**src/rtl/lidar_point_reconstructor.sv**
```systemverilog
// -----------------------------------------------------------------------------
// lidar_point_reconstructor
//
// Rebuilds LiDAR points from an entropy-decoded symbol stream. Each point
// arrives as six symbols (mode, res_x, res_y, res_z, attr_lo, attr_hi).
// Geometry is predicted from the previous one or two points. Attributes are
// raw, delta-coded, or predicted from the average of the last K attribute
// words. A frame holds N_POINTS points and is closed by sym_last.
//
// Ports:
//   clk, rst_n              clock, asynchronous active-low reset
//   sym_valid/sym_ready     symbol handshake; sym_data, sym_last with it
//   pt_valid/pt_ready       point handshake; pt_x/y/z, pt_attr, pt_last with it
//   frame_done              one-cycle pulse at the end of every frame
//   frame_error             valid with frame_done; the frame had an error
//   err_count               saturating count of errored frames
// -----------------------------------------------------------------------------
module lidar_point_reconstructor #(
  parameter int N_POINTS          = 4,
  parameter int SYMBOL_WIDTH      = 16,
  parameter int COORD_WIDTH       = 32,
  parameter int K                 = 4,
  parameter int SYMBOLS_PER_POINT = 6
) (
  input  logic                          clk,
  input  logic                          rst_n,
  input  logic                          sym_valid,
  output logic                          sym_ready,
  input  logic [SYMBOL_WIDTH-1:0]       sym_data,
  input  logic                          sym_last,
  output logic                          pt_valid,
  input  logic                          pt_ready,
  output logic signed [COORD_WIDTH-1:0] pt_x,
  output logic signed [COORD_WIDTH-1:0] pt_y,
  output logic signed [COORD_WIDTH-1:0] pt_z,
  output logic [2*SYMBOL_WIDTH-1:0]     pt_attr,
  output logic                          pt_last,
  output logic                          frame_done,
  output logic                          frame_error,
  output logic [7:0]                    err_count
);

  localparam int AW   = 2 * SYMBOL_WIDTH;
  localparam int KW   = $clog2(K);
  localparam int SUMW = AW + KW;
  localparam int PW   = $clog2(N_POINTS);
  localparam logic [PW-1:0] LAST_PT   = PW'(N_POINTS - 1);
  localparam logic [2:0]    LAST_SLOT = 3'(SYMBOLS_PER_POINT - 1);

  // ST_DONE is the single frame-end cycle that carries frame_done.
  localparam logic [2:0] ST_COLLECT = 3'd0;
  localparam logic [2:0] ST_RECON   = 3'd1;
  localparam logic [2:0] ST_EMIT    = 3'd2;
  localparam logic [2:0] ST_DRAIN   = 3'd3;
  localparam logic [2:0] ST_DONE    = 3'd4;

  logic [2:0]              state_q, state_d;
  logic [PW-1:0]           point_idx_q, point_idx_d;
  logic [2:0]              sym_idx_q, sym_idx_d;
  logic                    last_q, last_d;     // slot 5 of this point carried sym_last
  logic                    err_q, err_d;       // current frame is in error
  logic [7:0]              err_count_q, err_count_d;

  logic [3:0]              mode_q;
  logic [SYMBOL_WIDTH-1:0] res_sym_q [3];
  logic [SYMBOL_WIDTH-1:0] attr_lo_q, attr_hi_q;

  logic [COORD_WIDTH-1:0]  p1_q [3], p1_d [3];
  logic [COORD_WIDTH-1:0]  p2_q [3], p2_d [3];
  logic [COORD_WIDTH-1:0]  pt_q [3], pt_d [3];
  logic [AW-1:0]           hist_q [K], hist_d [K];  // newest raw attribute word at [0]
  logic [AW-1:0]           attr_q, attr_d;

  logic [COORD_WIDTH-1:0]  res [3];
  logic [COORD_WIDTH-1:0]  p_new [3];
  logic [AW-1:0]           raw_attr, attr_new;
  logic [SUMW-1:0]         hist_sum;
  logic [1:0]              gm, am;
  logic                    mode_bad, collect_fire, drain_fire;

  assign collect_fire = sym_valid && (state_q == ST_COLLECT);
  assign drain_fire   = sym_valid && (state_q == ST_DRAIN);

  // Prediction datapath, evaluated while in RECON.
  always_comb begin
    gm       = mode_q[1:0];
    am       = mode_q[3:2];
    mode_bad = (gm == 2'd3) || (am == 2'd3);
    raw_attr = {attr_hi_q, attr_lo_q};
    // The extra KW bits hold the full sum so the average is exact before it wraps.
    hist_sum = '0;
    for (int i = 0; i < K; i++) hist_sum = hist_sum + SUMW'(hist_q[i]);
    for (int a = 0; a < 3; a++) begin
      res[a] = COORD_WIDTH'($signed(res_sym_q[a]));
      case (gm)
        2'd1:    p_new[a] = p1_q[a] + res[a];
        2'd2:    p_new[a] = (p1_q[a] << 1) - p2_q[a] + res[a];
        default: p_new[a] = res[a];
      endcase
    end
    case (am)
      2'd1:    attr_new = hist_q[0] + raw_attr;
      2'd2:    attr_new = hist_sum[KW +: AW] + raw_attr;
      default: attr_new = raw_attr;
    endcase
  end

  // NOTE: every next-state signal takes its hold value first so no path through the case infers a latch.
  always_comb begin
    state_d     = state_q;
    point_idx_d = point_idx_q;
    sym_idx_d   = sym_idx_q;
    last_d      = last_q;
    err_d       = err_q;
    err_count_d = err_count_q;
    p1_d        = p1_q;
    p2_d        = p2_q;
    pt_d        = pt_q;
    hist_d      = hist_q;
    attr_d      = attr_q;
    case (state_q)
      ST_COLLECT: begin
        if (collect_fire) begin
          sym_idx_d = sym_idx_q + 3'd1;
          if (sym_idx_q == LAST_SLOT) begin
            last_d = sym_last;
            if (sym_last && (point_idx_q != LAST_PT)) begin
              err_d   = 1'b1;
              state_d = ST_DONE;
            end else begin
              state_d = ST_RECON;
            end
          end else if (sym_last) begin
            // Early sym_last: the frame terminator is already consumed, so skip DRAIN.
            err_d   = 1'b1;
            state_d = ST_DONE;
          end
        end
      end
      ST_RECON: begin
        if (mode_bad) begin
          err_d   = 1'b1;
          state_d = last_q ? ST_DONE : ST_DRAIN;
        end else begin
          pt_d      = p_new;
          attr_d    = attr_new;
          p2_d      = p1_q;
          p1_d      = p_new;
          hist_d[0] = raw_attr;
          for (int i = 1; i < K; i++) hist_d[i] = hist_q[i-1];
          state_d   = ST_EMIT;
        end
      end
      ST_EMIT: begin
        if (pt_ready) begin
          point_idx_d = point_idx_q + PW'(1);
          sym_idx_d   = 3'd0;
          if (point_idx_q == LAST_PT) begin
            if (last_q) begin
              state_d = ST_DONE;
            end else begin
              err_d   = 1'b1;
              state_d = ST_DRAIN;
            end
          end else begin
            state_d = ST_COLLECT;
          end
        end
      end
      ST_DRAIN: begin
        if (drain_fire && sym_last) state_d = ST_DONE;
      end
      ST_DONE: begin
        if (err_q && (err_count_q != 8'hFF)) err_count_d = err_count_q + 8'd1;
        point_idx_d = '0;
        sym_idx_d   = 3'd0;
        last_d      = 1'b0;
        err_d       = 1'b0;
        for (int a = 0; a < 3; a++) begin
          p1_d[a] = '0;
          p2_d[a] = '0;
        end
        for (int i = 0; i < K; i++) hist_d[i] = '0;
        state_d = ST_COLLECT;
      end
      default: state_d = ST_COLLECT;
    endcase
  end

  // NOTE: state registers use non-blocking assignments so every flop samples pre-edge values.
  always_ff @(posedge clk or negedge rst_n) begin
    if (!rst_n) begin
      state_q     <= ST_COLLECT;
      point_idx_q <= '0;
      sym_idx_q   <= 3'd0;
      last_q      <= 1'b0;
      err_q       <= 1'b0;
      err_count_q <= 8'd0;
      mode_q      <= 4'd0;
      attr_lo_q   <= '0;
      attr_hi_q   <= '0;
      attr_q      <= '0;
      // NOTE: the history arrays are reset because a new frame must predict from zero.
      for (int a = 0; a < 3; a++) begin
        res_sym_q[a] <= '0;
        p1_q[a]      <= '0;
        p2_q[a]      <= '0;
        pt_q[a]      <= '0;
      end
      for (int i = 0; i < K; i++) hist_q[i] <= '0;
    end else begin
      state_q     <= state_d;
      point_idx_q <= point_idx_d;
      sym_idx_q   <= sym_idx_d;
      last_q      <= last_d;
      err_q       <= err_d;
      err_count_q <= err_count_d;
      p1_q        <= p1_d;
      p2_q        <= p2_d;
      pt_q        <= pt_d;
      hist_q      <= hist_d;
      attr_q      <= attr_d;
      if (collect_fire) begin
        case (sym_idx_q)
          3'd0:    mode_q       <= sym_data[3:0];
          3'd1:    res_sym_q[0] <= sym_data;
          3'd2:    res_sym_q[1] <= sym_data;
          3'd3:    res_sym_q[2] <= sym_data;
          3'd4:    attr_lo_q    <= sym_data;
          3'd5:    attr_hi_q    <= sym_data;
          default: ;
        endcase
      end
    end
  end

  assign sym_ready   = (state_q == ST_COLLECT) || (state_q == ST_DRAIN);
  assign pt_valid    = (state_q == ST_EMIT);
  assign pt_x        = pt_q[0];
  assign pt_y        = pt_q[1];
  assign pt_z        = pt_q[2];
  assign pt_attr     = attr_q;
  assign pt_last     = pt_valid && (point_idx_q == LAST_PT);
  assign frame_done  = (state_q == ST_DONE);
  assign frame_error = frame_done && err_q;
  assign err_count   = err_count_q;

endmodule

```
**config.mk**
```make
export PLATFORM = sky130hd
export DESIGN_NAME = lidar_point_reconstructor
export DESIGN_NICKNAME = d
export VERILOG_FILES = /design/src/rtl/lidar_point_reconstructor.sv
export SDC_FILE = /design/constraint.sdc
export NUM_CORES = 2
export LEC_CHECK = 0
export CORE_MARGIN = 2
export CORE_UTILIZATION = 67
export DETAILED_ROUTE_END_ITERATION = 10
export GPL_TIMING_DRIVEN = 0
export HOLD_SLACK_MARGIN = 0.06
export PLACE_DENSITY = 0.94
export SYNTH_ARGS = -nofsm -noshare
export SYNTH_HDL_FRONTEND = slang
export SYNTH_SLANG_ARGS = --single-unit
```
**constraint.sdc**
```tcl
create_clock -name clk -period 8.9 [get_ports clk]
set_input_delay 2.225 -clock clk [delete_from_list [all_inputs] [get_ports clk]]
set_output_delay 2.225 -clock clk [all_outputs]
set_load 0.01 [all_outputs]
```
Word-level counts from Yosys, hierarchy flattened
Cells that the tools add are included.
- output and inout port bits: 141
- memory bits (read-only): 0
- logic and storage cells: 139
- bits of input ports: 21
- memories: 0
- memory bits (writable): 0
- bits in registers: 550
- bits in latches: 0
- multipliers: 0
- bitwise operators: 1
- $lt $le $gt $ge: 0
- shifts and indexed selects: 0
- reduce and logical (&&, ||, !) cells: 30
- $add $sub $neg: 17
- divide/modulo/power cells: 0
- equal/unequal tests: 28
- multiplexer cells: 37
- operators by type and width (kind ; count):
    $pmux 96 s2 ; 2
    $add 32x32->32 ; 8
    $pmux 128 s2 ; 1
    $pmux 32 s2 ; 4
    $mux 96 ; 2
    $mux 128 ; 1
    $sub 32x32->32 ; 3
    $add 33x32->34 ; 1
    $add 34x32->34 ; 1
    $add 32x32->33 ; 1
    $mux 3 ; 11
    $reduce_and 2->1 ; 10
    $eq 3x2->1 const B ; 4
    $pmux 3 s4 ; 1
    $eq 2x2->1 const B ; 5
    $mux 1 ; 10
    $ne 2x2->1 const B ; 5
    $eq 3x3->1 const B ; 3
    $pmux 3 s3 ; 1
    $add 8x1->8 const B ; 1
    $ne 2x1->1 const B ; 4
    $ne 8x8->1 const B ; 1
    $reduce_and 8->1 ; 1
    $logic_and 1x1->1 ; 7
    17 further kinds ; 25

Logic depth before layout (Yosys ltp)
- depth in word-level cells: 6
- gate-level depth with buffers: 27
- mapped depth without buffers: 26

Worst setup path before layout
Ideal clock, no wire load.
- path type: reg-to-reg
- from: register hist_q[33] (netlist name)
- to: register attr_q[29] (netlist: pt_attr[29])
- setup slack: 3.504 ns
- required time: 8.775 ns
- library setup time: 0.125 ns
- buffers on the path: 0
- stages on the path, launching flop included: 25
- period minus slack after synthesis: 5.396 ns
- data arrival time: 5.271 ns
- cell sequence: dfrtp_1 inv_1 fa_1 fa_1 nor2_1 fa_1 a21o_1 a221oi_2 a211oi_1 o21ai_2 o21ai_0 o21ai_0 xor2_1 a21oi_1 ha_1 a21o_1 a21o_1 a221o_1 a21oi_1 nor2b_1 o31ai_1 a31oi_1 or3_1 a311oi_1 nor2_1
- word-level cells in the longest chain between the ends: 4
- ends and longest elaborated chain (item ; line ; source):
    start, declared ; 71 ; logic [AW-1:0] hist_q [K], hist_d [K];
    start signal, assigned ; 221 ; hist_q <= hist_d;
    $add 33x32->34 ; 92 ; for (int i = 0; i < K; i++) hist_sum = hist_sum + SUMW'(hist_q[i]);
    $add 34x32->34 ; 92 ;
    $add 32x32->32 ; 103 ; 2'd2: attr_new = hist_sum[KW +: AW] + raw_attr;
    $pmux 32 s2 ; 101 ; case (am)
    end signal, assigned ; 222 ; attr_q <= attr_d;
    end, declared ; 72 ; logic [AW-1:0] attr_q, attr_d;
No other way between the ends.
A chain may end at the register's enable or synchronous reset.

Worst setup path in the final report
Same ends and word-level chain as after synthesis.

==> results.toml <==
[critical_path]
r2r-start = "hist_q[33]$_DFFE_PN0P_"
cp-start-kind = "flip-flop"
critPathCapture = "pt_attr[29]$_DFFE_PN0P_"
slowest_delay_ns = 0.52
crit_type = "reg2reg"
crit_required_ns = 9.43
worst_r2r_path_depth = 23
crit_chain = "inv_1 > fa_1 > fa_1 > nor2_1 > fa_1 > a21o_1 > a221oi_2 > a211oi_1 > o21ai_2 > nor2_1 > or3_1 > nand3_1 > o21ai_0 > ha_1 > and4_1 > a221o_1 > a21oi_1 > nor2b_1 > o31ai_1 > a31oi_1 > or3_1 > a311oi_1 > nor2_1"
critPathLaunch = "hist_q[33]$_DFFE_PN0P_"
path_delay_family = "compound AO/OA/AOI/OAI gates"
crit_path_max_fanout = 5
rrSetupSlack_ns = 2.22
crit_cells = 23
critPathArrivalTime_ns = 7.21
reg2reg_to = "pt_attr[29]$_DFFE_PN0P_"
cp_slowest_cell = "fa_1"
end_kind = "flip-flop"
timing.critical_path.buf_inv = 1

[yosys]
synth_top_cells_by_count = "dfrtp_1, inv_1, nand2_1"
ys_types = 88
synth_largest_area_cell = "dfrtp_1"
synth_ff_type = "dfrtp_1"
yosysSeqAreaShare_pct = 34.8
synthArstFlopShare_pct = 100
yosysMostFrequentCell = "dfrtp_1"
synth_area_per_cell_sq_um = 8.91
synth_fp_nets = 4884
synth_top_area_share_pct = 34.8
ys_top_cells_by_area = "dfrtp_1, ha_1, fa_1"
ys.warnings.count = 0
ys_ff_latch = 550
synth_edf_count = 0
netlist_instances = 4442
netlist_area_sq_um = 39600

[clock_tree]
cts_tree = "done"
postCtsSetupBuffers = 0
cts_hold_buffers = 0
clk_pin_slew_ns = 0.06
clock-sinks = 550
cts.path.max_buffers = 3
cts_buffers = 59
cts-root-buf = "clkbuf_16"
htreeDepth = 2
post_cts_resize_count = 0
insertion_delay_ns = 0.68

[sta]
rsz0062_at_grt = "no"
finalClockSkew_ns = 0.0394
max_freq_mhz = 150
post-route-period-util_pct = 75.1
hold_violations = 0
fin_setup_tns_ns = 0
slew_viol_final = 12
setup_viol = 0
slew_headroom_pct = -6.19
fin_crit_ns = 6.68
worst_pin_slew_ns = 1.59

[global_routing]
groute.usage.overall_pct = 44.6
grt_max_degree = 127
grt_pass1_vias = 36200
antenna_found_initial = 9
overflow = 0
grt_pass1_wl_mm = 207

[routing]
drtAntennaViolNets = 0
firstDrtPassIters = 11
drtIter0Drc = 4975
routedWlPerCell_um = 24.7
wirelength_mm = 136
num_vias = 37500
viasPerCell = 6.81
drc = 2

[layout]
layout-drive-gt1-share_pct = 5.17
final_nets = 5112
ff_latch_area_sq_um = 13800
fin_util_pct = 75.6
syn_to_final_growth_pct = 12.2
finalInstanceArea_sq_um = 44400
multi_input_area_sq_um = 23100
nFillCells = 3927

[floorplanning]
die_area_sq_um = 61000
placementRows = 89
die_w_um = 247
die_h_um = 247
coreArea_sq_um = 58700
start_util_pct = 67.4
pin_count = 162

[min_path]
hold_class = "reg2reg"
min_from = "pt_y[1]$_DFFE_PN0P_"

[outcome]
violations = "design-rule violations, max-capacitance violations, max-slew violations"
outcome = "finished, violations left"

[placement]
io_buffers = 161
hpwl_mm = 99.5
placed_area_sq_um = 42300
gp_congestion = 1.02

[run]
max_cap_viol_count = 2

[power_and_ir_drop]
powerDensity_nw_per_um2 = 317
p_leak_nw = 22.1
power_mw = 14.0
vdd.ir_drop.worst_v = 0.000208
## through the flow
step | hold WS, ns | worst slack, ns | cells
after floorplan | 0.469 | 3.50 | 4442
after global placement | 0.457 | -18.65 | 5376
after detailed placement | 0.462 | 2.58 | 5382
after CTS | 0.477 | 2.45 | 5492
after global routing | 0.489 | 2.12 | 5494
final | 0.471 | 2.22 | 5503
## layer usage
metal / share of wire, % / up-vias / GRT usage, %
met2: 41 / 3009 / 63.1
met4: 8.3 / 2 / 30.9
li1: - / 15900 / -
met3: 15 / 782 / 16.7
met5: 0.0066 / - / 0
met1: 36 / 17800 / 56.6
## worst reg2reg max path: stages, from the launching register on
cell and delay [ns]:
dfrtp_1 0.39, inv_1 0.10, fa_1 0.46, fa_1 0.52
nor2_1 0.07, fa_1 0.50, a21o_1 0.23, a221oi_2 0.37
a211oi_1 0.19, o21ai_2 0.29, nor2_1 0.10, or3_1 0.31
nand3_1 0.11, o21ai_0 0.19, ha_1 0.38, and4_1 0.25
a221o_1 0.41, a21oi_1 0.21, nor2b_1 0.13, o31ai_1 0.26
a31oi_1 0.16, or3_1 0.34, a311oi_1 0.49, nor2_1 0.09
## state kept, by name, indices dropped and copies added (netlist names), 32 cells and up
name	flops
pt_z	32
pt_y	32
res	48
p2_q	96
hist_q	128
pt_attr	32
pt_x	32
p1_q	96
## where the power goes
group,switching (mW),internal [mW],leakage (nW)
clock,1.14,1.52,1.01
sequential,0.400,2.81,7.54
combinational,5.27,2.90,13.5
total,6.82,7.23,22.1
## placed cells by master (no fill, tap or decap), types with 161 or more instances in the layout
cell and count:
dfrtp_1 550, inv_1 510, nand2_1 475, o21ai_0 323, a21oi_1 296, nand3_1 268
ha_1 260, a21o_1 217, clkbuf_1 201, nor2_1 176, fa_1 161
## worst min path at each step
stage	end	slack (ns)	cells after the start
2_1_floorplan	hist_q[10]$_DFFE_PN0P_	0.47	2
3_3_place_gp	pt_x[12]$_DFFE_PN0P_	0.46	2
3_5_place_dp	pt_x[14]$_DFFE_PN0P_	0.46	2
4_1_cts	pt_y[1]$_DFFE_PN0P_	0.48	2
5_1_grt	pt_y[9]$_DFFE_PN0P_	0.49	1
6_report	pt_y[1]$_DFFE_PN0P_	0.47	2
## final cells by class
cell class | instances | share of cell area (%)
Clock inverter | 31 | 0.913
Clock buffer | 79 | 3.74
Antenna cell | 11 | 0.0620
Tap cell | 773 | 2.18
Sequential cell | 550 | 31.0
Buffer | 221 | 1.87
Inverter | 511 | 4.32
Multi-Input combinational cell | 3160 | 51.9
Timing Repair Buffer | 167 | 3.97
## kinds of logic after synthesis
kind of cell / synth area share (%)
fa+ha+maj: 16.4
compound gates: 20.7
flops: 34.8
mux: 3.32
xor+xnor: 4.56
buf+inv: 6.95
simple gates: 13.3
Note: power is estimated with default switching activity, not from simulation.
